**src/rtl/pipe_pkg.sv**
```systemverilog
// Shared pipeline-stage payload types, widths and reset defaults.
package pipe_pkg;

    localparam int unsigned OCC_W  = 2;
    localparam int unsigned PERF_W = 32;

    typedef struct packed {
        logic [31:0] rd_data;
        logic [4:0]  rd_addr;
        logic [23:0] mem_addr;
        logic        rd_e;
        logic [1:0]  length;
    } ex_mem_payload_t;

    localparam int unsigned     EX_MEM_DATA_W     = $bits(ex_mem_payload_t);
    localparam ex_mem_payload_t EX_MEM_RESET_DATA = '0;

    typedef struct packed {
        logic [31:0] rd_data;
        logic [4:0]  rd_addr;
        logic        rd_e;
    } mem_wb_payload_t;

    localparam int unsigned     MEM_WB_DATA_W     = $bits(mem_wb_payload_t);
    localparam mem_wb_payload_t MEM_WB_RESET_DATA = '0;

endpackage

```
**src/rtl/pipe_stage_reg_slot.sv**
```systemverilog
// Single valid+data register with enable, clear, valid-write and data-write controls.
module pipe_stage_reg_slot
    import pipe_pkg::*;
#(
    parameter int unsigned       DATA_W     = EX_MEM_DATA_W,
    parameter logic [DATA_W-1:0] RESET_DATA = '0
) (
    input  logic              clk,
    input  logic              rst_n,
    input  logic              i_en,
    input  logic              i_clear,
    input  logic              i_wr_valid,
    input  logic              i_valid,
    input  logic              i_wr_data,
    input  logic [DATA_W-1:0] i_data,
    output logic              o_valid,
    output logic [DATA_W-1:0] o_data
);

    logic              r_valid;
    logic [DATA_W-1:0] r_data;

    // Clear wins over writes; data is only rewritten on an explicit data write.
    always_ff @(posedge clk or negedge rst_n) begin
        if (!rst_n) begin
            r_valid <= 1'b0;
            r_data  <= RESET_DATA;
        end else if (i_en) begin
            if (i_clear) begin
                r_valid <= 1'b0;
                r_data  <= RESET_DATA;
            end else begin
                if (i_wr_valid) r_valid <= i_valid;
                if (i_wr_data)  r_data  <= i_data;
            end
        end
    end

    assign o_valid = r_valid;
    assign o_data  = r_data;

endmodule

```
**src/rtl/pipe_stage_skid.sv**
```systemverilog
// Valid/ready pipeline stage with a 2-entry skid buffer, flush and global freeze.
// Optional PIPE_STAGE_PERF_EN adds stall/bubble performance counters.
module pipe_stage_skid
    import pipe_pkg::*;
#(
    parameter int unsigned       DATA_W     = EX_MEM_DATA_W,
    parameter logic [DATA_W-1:0] RESET_DATA = DATA_W'(EX_MEM_RESET_DATA)
) (
    input  logic              clk,
    input  logic              rst_n,
    input  logic              rdy,
    input  logic              flush,
    input  logic              in_valid,
    output logic              in_ready,
    input  logic [DATA_W-1:0] in_data,
    output logic              out_valid,
    input  logic              out_ready,
    output logic [DATA_W-1:0] out_data,
    output logic [OCC_W-1:0]  occupancy
`ifdef PIPE_STAGE_PERF_EN
    ,
    output logic [PERF_W-1:0] perf_stall_cnt,
    output logic [PERF_W-1:0] perf_bubble_cnt
`endif
);

    logic              w_main_valid, w_skid_valid;
    logic [DATA_W-1:0] w_main_data, w_skid_data;
    logic              w_in_ready, w_out_valid, w_in_fire, w_out_fire;

    logic              w_main_wr_valid, w_main_valid_d, w_main_wr_data;
    logic [DATA_W-1:0] w_main_d;
    logic              w_skid_wr_valid, w_skid_valid_d, w_skid_wr_data;

    // in_ready depends only on registered state, never on out_ready.
    assign w_in_ready  = rdy & ~w_skid_valid & rst_n;
    assign w_out_valid = rdy & w_main_valid;
    assign w_in_fire   = in_valid & w_in_ready;
    assign w_out_fire  = w_out_valid & out_ready;

    always_comb begin
        w_main_wr_valid = 1'b0;
        w_main_valid_d  = 1'b0;
        w_main_wr_data  = 1'b0;
        w_main_d        = in_data;
        w_skid_wr_valid = 1'b0;
        w_skid_valid_d  = 1'b0;
        w_skid_wr_data  = 1'b0;
        if (w_out_fire) begin
            w_main_wr_valid = 1'b1;
            if (w_skid_valid) begin
                w_main_valid_d  = 1'b1;
                w_main_wr_data  = 1'b1;
                w_main_d        = w_skid_data;
                w_skid_wr_valid = 1'b1;
            end else begin
                w_main_valid_d = w_in_fire;
                w_main_wr_data = w_in_fire;
            end
        end else if (w_in_fire) begin
            if (w_main_valid) begin
                w_skid_wr_valid = 1'b1;
                w_skid_valid_d  = 1'b1;
                w_skid_wr_data  = 1'b1;
            end else begin
                w_main_wr_valid = 1'b1;
                w_main_valid_d  = 1'b1;
                w_main_wr_data  = 1'b1;
            end
        end
    end

    pipe_stage_reg_slot #(.DATA_W(DATA_W), .RESET_DATA(RESET_DATA)) u_main (
        .clk        (clk),
        .rst_n      (rst_n),
        .i_en       (rdy),
        .i_clear    (flush),
        .i_wr_valid (w_main_wr_valid),
        .i_valid    (w_main_valid_d),
        .i_wr_data  (w_main_wr_data),
        .i_data     (w_main_d),
        .o_valid    (w_main_valid),
        .o_data     (w_main_data)
    );

    pipe_stage_reg_slot #(.DATA_W(DATA_W), .RESET_DATA(RESET_DATA)) u_skid (
        .clk        (clk),
        .rst_n      (rst_n),
        .i_en       (rdy),
        .i_clear    (flush),
        .i_wr_valid (w_skid_wr_valid),
        .i_valid    (w_skid_valid_d),
        .i_wr_data  (w_skid_wr_data),
        .i_data     (in_data),
        .o_valid    (w_skid_valid),
        .o_data     (w_skid_data)
    );

    assign in_ready  = w_in_ready;
    assign out_valid = w_out_valid;
    assign out_data  = w_main_data;
    assign occupancy = OCC_W'(w_main_valid) + OCC_W'(w_skid_valid);

`ifdef PIPE_STAGE_PERF_EN
    logic [PERF_W-1:0] r_stall_cnt, r_bubble_cnt;

    // Free-running wrap-around counters; flush deliberately leaves them alone.
    always_ff @(posedge clk or negedge rst_n) begin
        if (!rst_n) begin
            r_stall_cnt  <= '0;
            r_bubble_cnt <= '0;
        end else if (rdy) begin
            if (w_out_valid & ~out_ready) r_stall_cnt  <= r_stall_cnt + PERF_W'(1);
            if (~w_out_valid & out_ready) r_bubble_cnt <= r_bubble_cnt + PERF_W'(1);
        end
    end

    assign perf_stall_cnt  = r_stall_cnt;
    assign perf_bubble_cnt = r_bubble_cnt;
`endif

endmodule
```
**config.mk**
```make
export PLATFORM = sky130hd
export DESIGN_NAME = pipe_stage_skid
export DESIGN_NICKNAME = d
export VERILOG_FILES = /design/src/rtl/pipe_pkg.sv /design/src/rtl/pipe_stage_reg_slot.sv /design/src/rtl/pipe_stage_skid.sv
export SDC_FILE = /design/constraint.sdc
export NUM_CORES = 1
export LEC_CHECK = 0
export ABC_CLOCK_PERIOD_IN_PS = 5600
export BUFFER_PORTS_ARGS = -buffer_cell sky130_fd_sc_hd__buf_2
export CORE_UTILIZATION = 40
export DETAILED_ROUTE_END_ITERATION = 7
export HOLD_SLACK_MARGIN = 0.06
export MAX_ROUTING_LAYER = met4
export PLACE_DENSITY = 0.62
export SETUP_SLACK_MARGIN = 0.02
export SLEW_MARGIN = 20
export SYNTH_ARGS = -nofsm -noshare
export SYNTH_HDL_FRONTEND = slang
export SYNTH_HIERARCHICAL = 1
export SYNTH_SLANG_ARGS = --single-unit
```
**constraint.sdc**
```tcl
create_clock -name clk -period 5.6 [get_ports clk]
set_clock_uncertainty 0.2 [all_clocks]
set_input_delay 0.84 -clock clk [delete_from_list [all_inputs] [get_ports clk]]
set_output_delay 0.84 -clock clk [all_outputs]
set_load 0.05 [all_outputs]
```
# After elaboration in Yosys (flattened, before gate mapping)
# Cells that the tools add are included.
[word_totals]
inputBits = 70
regBits = 130
output_inout_bits = 68
elab_cells = 39
[classes]
reduce_logical = 8
bitwise_logic = 6
n_addsub = 1
mux = 20
[op_table]
columns = ["op", "n"]
rows = [
  ["2-to-1 mux 64 bit", 6],
  ["2-to-1 mux 1 bit", 14],
  ["AND reduction 2 bit", 4],
  ["nonzero test 2 bit", 4],
  ["bitwise AND 1 bit", 5],
  ["adder 1 x 1 -> 2 bit", 1],
  ["inverter 1 bit", 1],
]

# Longest topological paths before layout
# Gate-level depths: netlist of the first run.
[depth]
word_depth = 8
mapped_depth = 7
depth_no_buf = 4

# Modules after synthesis
# Netlist of the first run, hierarchy kept.
[modules_own_cells]
columns = ["mod", "n_inst", "seq_area_each_um2", "area_each_um2", "cells_each"]
rows = [
  ["pipe_stage_reg_slot", 2, 1626.6, 3767.4, 361],
  ["pipe_stage_skid", 1, 0.0, 948.4, 89],
]

# Worst setup path before layout of the first run
# OpenSTA, ideal clock, no wires.
[synth_path]
kind = "input -> output"
start = "input port rst_n"
end = "output port in_ready"
t_required_ps = 4560
setup_slack_ps = 3037
arrival_time_ps = 1523
cell_stages = 2
path_buffers = 0
path_cell_list = "nand2_1 nor2_1"
[synth_via]
elab_chain_cells = 1
[synth_lines]
columns = ["element", "line", "source"]
rows = [
  ["start: declaration", "pipe_stage_skid.sv:10", "input logic rst_n,"],
  ["bitwise AND 1 bit", "pipe_stage_skid.sv:36", "assign w_in_ready = rdy & ~w_skid_valid & rst_n;"],
  ["end: declaration", "pipe_stage_skid.sv:14", "output logic in_ready,"],
]
# Every way passes these cells.

# Final worst setup path of the first run
[layout_path]
start = "input port rdy"
end = "register u_main.r_data[46] (netlist: u_main/o_data[46])"
[layout_via]
elab_chain_cells = 7
elab_cells_between_ends = 13
cone_classes = "mux: 6; bitwise: 5; reduce/logical: 2"
[layout_lines]
columns = ["element", "line", "source"]
rows = [
  ["start: declaration", "pipe_stage_skid.sv:11", "input logic rdy,"],
  ["bitwise AND 1 bit (2 in series)", "pipe_stage_skid.sv:36", ""],
  ["bitwise AND 1 bit", "pipe_stage_skid.sv:38", "assign w_in_fire = in_valid & w_in_ready;"],
  ["2-to-1 mux 1 bit (on tied branches)", "pipe_stage_skid.sv:60, pipe_stage_skid.sv:51", ""],
  ["2-to-1 mux 1 bit", "pipe_stage_skid.sv:49", "if (w_out_fire) begin"],
  ["nonzero test 2 bit (no source line)", "n/a", ""],
  ["AND reduction 2 bit (no source line)", "n/a", ""],
  ["end signal: assignment", "pipe_stage_reg_slot.sv:34", "if (i_wr_data) r_data <= i_data;"],
  ["end: declaration", "pipe_stage_reg_slot.sv:21", "logic [DATA_W-1:0] r_data;"],
]
# Parallel ways exist; a longest one is shown, timed or not. The select of a mux whose other input is x is not followed.
# A chain may end at the register's enable or synchronous reset.

==> results.yml, run 1 <==
status:
  status: "completed"
route:
  dr.first_iter.drc_count: 415
  vias: 6277
  wl_per_cell_um: 17.4
  viasPerCell: 5.31
  drtPass1Iterations: 5
  route.detailed.drc: 0
  wirelength_mm: 20.5
  final_antenna_net_count: 0
final_layout:
  areaGrowthSynthToFinish_pct: 14.9
  nets: 971
  post-route-util_pct: 47.6
  drive_above_1_share_pct: 40.2
clock_tree:
  postCtsSetupRepairBufs: 0
  cts.sinks: 130
  ctsHoldBuffers: 0
  cts-htree-levels: 4
  clk_latency_ps: 410
  cts_resized: 0
  cts_buffers: 17
  cts.path.max_buffers: 2
  root_buffer: "clkbuf_16"
  cts_tree: "yes"
  cts.reportedPaths.clkPinSlew_ps: 50
global_route:
  grt_pass1_vias: 6301
  antenna_found_initial: 1
  grt-ovfl-total: 0
  grt_max_degree: 130
  grt_pass1_wl_mm: 33.7
  grtUsageTotal_pct: 20.1
sta:
  relSlewSlack_pct: 27.7
  worst_pin_slew_ps: 1080
  maxSlewViolCount: 0
  rsz0062_at_grt: "no"
  setup_viol_count_final: 0
  fin_crit_ps: 3120
  timing.fmax_ghz: 0.321
  tns_ps: 0
  hold_viol: 0
  finalCritPeriodShare_pct: 55.6
power_and_ir_drop:
  ir_worst_vdd_mv: 0.205
  totalPowerFinal_mw: 3.80
  leakage_nw: 3.95
  power.density_mw_per_mm2: 390
critical_path:
  cp_common_cell: "buf_4"
  critical_path_class: "in -> reg"
  cp-start-kind: "input port"
  crit_slowest_cell: "buf_4"
  critPathMaxFanout: 129
  reg2reg_slack_ps: 2680
  crit_buf_inv: 3
  crit_chain: "buf_6, buf_4, buf_4, nand3_1, o221ai_2"
  cp_slowest_stage_delay_ps: 920
  crit_family: "buffers and inverters"
  cp.required_ps: 5720
  end_kind: "flip-flop"
  cp.arrival_ps: 3230
yosys:
  yosysUniqueCellTypes: 26
  ys_top_cells_by_area: "dfrtp_1 38%, o221ai_2 21%, nand2b_1 9.6%, mux2_2 7.8%, nand3_1 7.6%"
  yosysTopAreaCell: "dfrtp_1"
  synth_nets: 882
  postSynthCellCount: 811
  synth_top_cell_area_share_pct: 38.3
  syn_area_sq_mm: 0.00848
  ys_ff_latch: 130
  ys_seq_area_share_pct: 38.3
  avgSynthCellArea_sq_um: 10.5
  yosys_warnings: 6
placed_design:
  place.gp.congestion: 0.705
  hpwl_mm: 12.0
  portBuffers: 137
floorplan:
  start_util_pct: 41.4
  die_h_um: 148
  fp-row-count: 52
  core_area_sq_mm: 0.0205
  fp.dieW_um: 148
  pin_count: 138
  die_area_sq_mm: 0.0218
worst_hold_path:
  hold_class: "in -> async"
flow_run:
  maxCapViolations: 0
==> power breakdown <==
part	switching, mW	internal [mW]
logic	0.879	0.401
clock network	0.419	0.776
registers	0.173	1.15
==> state kept, by name, summed over array words and instances, names as in the netlist <==
name and flops:
u_main/o_data 64, u_skid/o_data 64, u_main/o_valid 1, u_skid/o_valid 1
==> path summary, 6_finish.rpt <==
kind / cells past startpoint / from / to
min reg2reg: 2 / u_main/o_data[4] / u_main/o_data[4]
max: 5 / rdy / u_main/o_data[46]
min in group clk: 2 / u_main/o_data[4] / u_main/o_data[4]
max in group asynchronous: 2 / rst_n / u_skid/o_data[32]
max reg2reg: 5 / u_skid/o_valid / u_main/o_data[43]
min: 1 / rst_n / u_main/o_data[1]
==> area by class of cell <==
type | count | area (sq um)
antenna | 1 | 2.50
clock buffer | 21 | 470
clock inverter | 10 | 156
fill | 1928 | 10700
inverter | 132 | 495
multi-input combinational | 472 | 4250
sequential | 130 | 3250
tap | 270 | 338
timing repair buffer | 147 | 779
==> kinds of logic (layout without fill, tap and decap cells) <==
logic type | after synthesis | count (layout) | synth area share (%)
AND/OR/NAND/NOR | 273 | 273 | 18.4
AO/OA/AOI/OAI | 134 | 134 | 22.5
buffers and inverters | 209 | 310 | 11.8
multiplexers | 64 | 64 | 8.72
other | 0 | 1 | 0
adder cells (fa/ha/maj) | 1 | 1 | 0.147
flip-flops | 130 | 130 | 38.3
==> stage by stage <==
step,setup slack [ps],cells,hold slack [ps],area [sq um]
after floorplan,3040,811,281,8480
after global placement,2100,1151,298,9120
after detailed placement,2040,1151,307,9120
after CTS,2500,1182,188,9740
after global routing,2230,1183,210,9750
final,2480,1183,181,9750
==> placed cells by master (no fill, tap or decap), types with 2 or more instances in the layout <==
cell type | Yosys | layout
o311ai_1 | 2 | 2
buf_4 | 0 | 10
o221ai_1 | 8 | 8
dfrtp_1 | 130 | 130
clkbuf_16 | 0 | 17
mux2_2 | 59 | 59
bufinv_16 | 0 | 4
mux2_4 | 5 | 5
clkinv_2 | 0 | 4
o221ai_2 | 120 | 120
inv_1 | 132 | 132
buf_6 | 14 | 3
nand4bb_1 | 2 | 2
buf_2 | 42 | 134
a21oi_1 | 3 | 3
nand2b_1 | 130 | 130
nand4b_1 | 2 | 2
clkbuf_8 | 6 | 3
nand3_1 | 128 | 128
or2_4 | 0 | 2
nand2_1 | 5 | 5
==> Yosys cell counts (all sizes together) <==
master and n:
nand4bb 2, o221ai 128, ha 1, nand2b 130, nand4b 2, mux2 64
inv 132, nand3 128, a21oi 3, a211oi 1, nand4 1, nor2 1
dfrtp 130, or2 3, nand2 5, buf 58, clkbuf 19, o311ai 2
nor4 1
==> routing by layer <==
layer	global-route usage (%)	up-vias	part of all wire, %
met5	-	-	0
met4	6.39	0	1.5
met3	3.40	20	4.0
met2	31.7	115	48
met1	26.4	3109	47
li1	-	3033	-
No activity file was read; power rests on OpenSTA's default activity.
==> run 2, diff against run 1 <==
--- a/config.mk
+++ b/config.mk
@@ -5,13 +5,13 @@
 export SDC_FILE = /design/constraint.sdc
 export NUM_CORES = 1
 export LEC_CHECK = 0
-export ABC_CLOCK_PERIOD_IN_PS = 5600
+export ABC_CLOCK_PERIOD_IN_PS = 2700
 export BUFFER_PORTS_ARGS = -buffer_cell sky130_fd_sc_hd__buf_2
 export CORE_UTILIZATION = 40
 export DETAILED_ROUTE_END_ITERATION = 7
 export HOLD_SLACK_MARGIN = 0.06
 export MAX_ROUTING_LAYER = met4
-export PLACE_DENSITY = 0.62
+export PLACE_DENSITY = 0.64
 export SETUP_SLACK_MARGIN = 0.02
 export SLEW_MARGIN = 20
 export SYNTH_ARGS = -nofsm -noshare
==> constraint.sdc (replaced) <==
create_clock -name clk -period 2.7 [get_ports clk]
set_clock_uncertainty 0.2 [all_clocks]
set_input_delay 0.405 -clock clk [delete_from_list [all_inputs] [get_ports clk]]
set_output_delay 0.405 -clock clk [all_outputs]
set_load 0.05 [all_outputs]
==> run 2 against run 1 <==
Effect of this change: total power increased by 100%; clock power increased by 82%; combinational power increased by 110%; largest cell class unchanged.
==> results.yml, run 2 (same netlist as run 1, synthesis figures left out) <==
clock_tree:
  cts.sinks: 130
  cts_tree: "yes"
  postCtsSetupRepairBufs: 0
  cts-htree-levels: 4
  root_buffer: "clkbuf_16"
  cts.path.max_buffers: 2
  cts_buffers: 17
  cts_resized: 0
  clk_latency_ps: 410
  cts.reportedPaths.clkPinSlew_ps: 60
  ctsHoldBuffers: 1
sta:
  maxSlewViolCount: 0
  timing.fmax_ghz: 0.447
  tns_ps: 0
  finalCritPeriodShare_pct: 82.8
  worst_pin_slew_ps: 716
  hold_viol: 0
  relSlewSlack_pct: 52.3
  fin_crit_ps: 2240
  setup_viol_count_final: 0
  rsz0062_at_grt: "no"
floorplan:
  core_area_sq_mm: 0.0205
  pin_count: 138
  fp-row-count: 52
  die_area_sq_mm: 0.0218
  die_h_um: 148
  start_util_pct: 41.4
  fp.dieW_um: 148
route:
  drtPass1Iterations: 4
  vias: 6360
  final_antenna_net_count: 0
  viasPerCell: 5.34
  wirelength_mm: 20.7
  wl_per_cell_um: 17.3
  route.detailed.drc: 0
  dr.first_iter.drc_count: 424
final_layout:
  drive_above_1_share_pct: 40.3
  areaGrowthSynthToFinish_pct: 16.4
  antenna-diode-count: 0
  nets: 981
  final_common_cell: "buf_2"
  fin_cells: 1192
  fillCellCount: 1888
  layout_common_cells: "134 x buf_2, 132 x inv_1, 130 x nand2b_1, 130 x dfrtp_1, 128 x nand3_1"
status:
  status: "completed"
placed_design:
  placedCellCount: 1160
  portBuffers: 137
  hpwl_mm: 12.8
  place.gp.congestion: 0.728
critical_path:
  reg2reg_depth: 5
  cp.required_ps: 2770
  cp.arrival_ps: 2310
  cp-start-kind: "flip-flop"
  crit_family: "simple AND/OR/NAND/NOR gates"
  critical_path_class: "reg -> reg"
  cp.depth: 5
  cp_slowest_stage_delay_ps: 500
  crit_chain: "or2_2, a211oi_4, or2_4, buf_12, o221ai_1"
  end_kind: "flip-flop"
  crit_slowest_cell: "dfrtp_1"
  crit_buf_inv: 1
  critPathMaxFanout: 48
global_route:
  grt_pass1_vias: 6378
  grt-ovfl-total: 0
  grt_max_degree: 167
  grt_pass1_wl_mm: 34.5
  grtUsageTotal_pct: 20.5
  antenna_found_initial: 0
power_and_ir_drop:
  ir_worst_vdd_mv: 0.487
  leakage_nw: 4.01
  power.density_mw_per_mm2: 771
worst_hold_path:
  hold_class: "in -> reg"
  min_path_cells: 3
flow_run:
  maxCapViolations: 0
[run 2: changes by cell type in the layout (fill, tap and decap cells not counted), sizes merged]
cell and delta:
buf +9, bufinv -3, clkbuf +4, clkinvlp -1, diode -1, dlygate4sd3 +1
[run 2: stage by stage]
stage               total power [mW]  setup slack, ps  hold slack [ps]  util (%)  area (sq um)
finish                          7.61              464              111      48.2          9870
global route                    8.02              379              101      48.2          9870
CTS                             7.70              451             93.7      48.2          9870
detailed placement              5.50              448             8.48      45.5          9320
global placement                5.44              474             6.59      45.5          9320
floorplan                       4.82              623            -90.6         -          8480
[run 2: worst reg2reg max path: stages, from the launching register on]
cell	delay, ps
dfrtp_1	500
or2_2	370
a211oi_4	320
or2_4	190
buf_12	320
o221ai_1	190
[run 2: report_power, final]
part	total (mW)	internal, mW	leakage, nW	switching [mW]
Combinational	2.70	0.863	2.02	1.84
Sequential	2.75	2.38	1.73	0.363
Clock	2.16	1.33	0.271	0.833
Total	7.61	4.58	4.01	3.03
[run 2: area by class of cell]
class / instances / area (sq um) / area share (%)
Timing Repair Buffer: 157 / 995 / 10.1
Multi-Input combinational cell: 472 / 4250 / 43.1
Clock buffer: 25 / 485 / 4.92
Tap cell: 270 / 338 / 3.42
Sequential cell: 130 / 3250 / 33.0
Clock inverter: 6 / 55.1 / 0.558
Inverter: 132 / 495 / 5.02
[run 2: final timing paths]
kind,start,endpoint,slack (ps)
setup / recovery,u_skid/o_valid,u_main/o_data[59],460
hold / removal,in_data[10],u_skid/o_data[10],110
setup reg to reg,u_skid/o_valid,u_main/o_data[59],460
hold reg to reg,u_main/o_data[44],u_main/o_data[44],310
max in group asynchronous,rst_n,u_skid/o_data[31],1230
min in group asynchronous,rst_n,u_skid/o_valid,170
[run 2: per-layer routing]
| layer | wire length (um) | share of wire, % | global-route usage, % | vias up |
|---|---|---|---|---|
| met3 | 1000 | 4.8 | 4.97 | 13 |
| met5 | 0 | 0 | - | - |
| li1 | - | - | - | 3050 |
| met4 | 182 | 0.88 | 4.59 | 0 |
| met2 | 9880 | 48 | 32.1 | 127 |
| met1 | 9610 | 46 | 26.8 | 3170 |
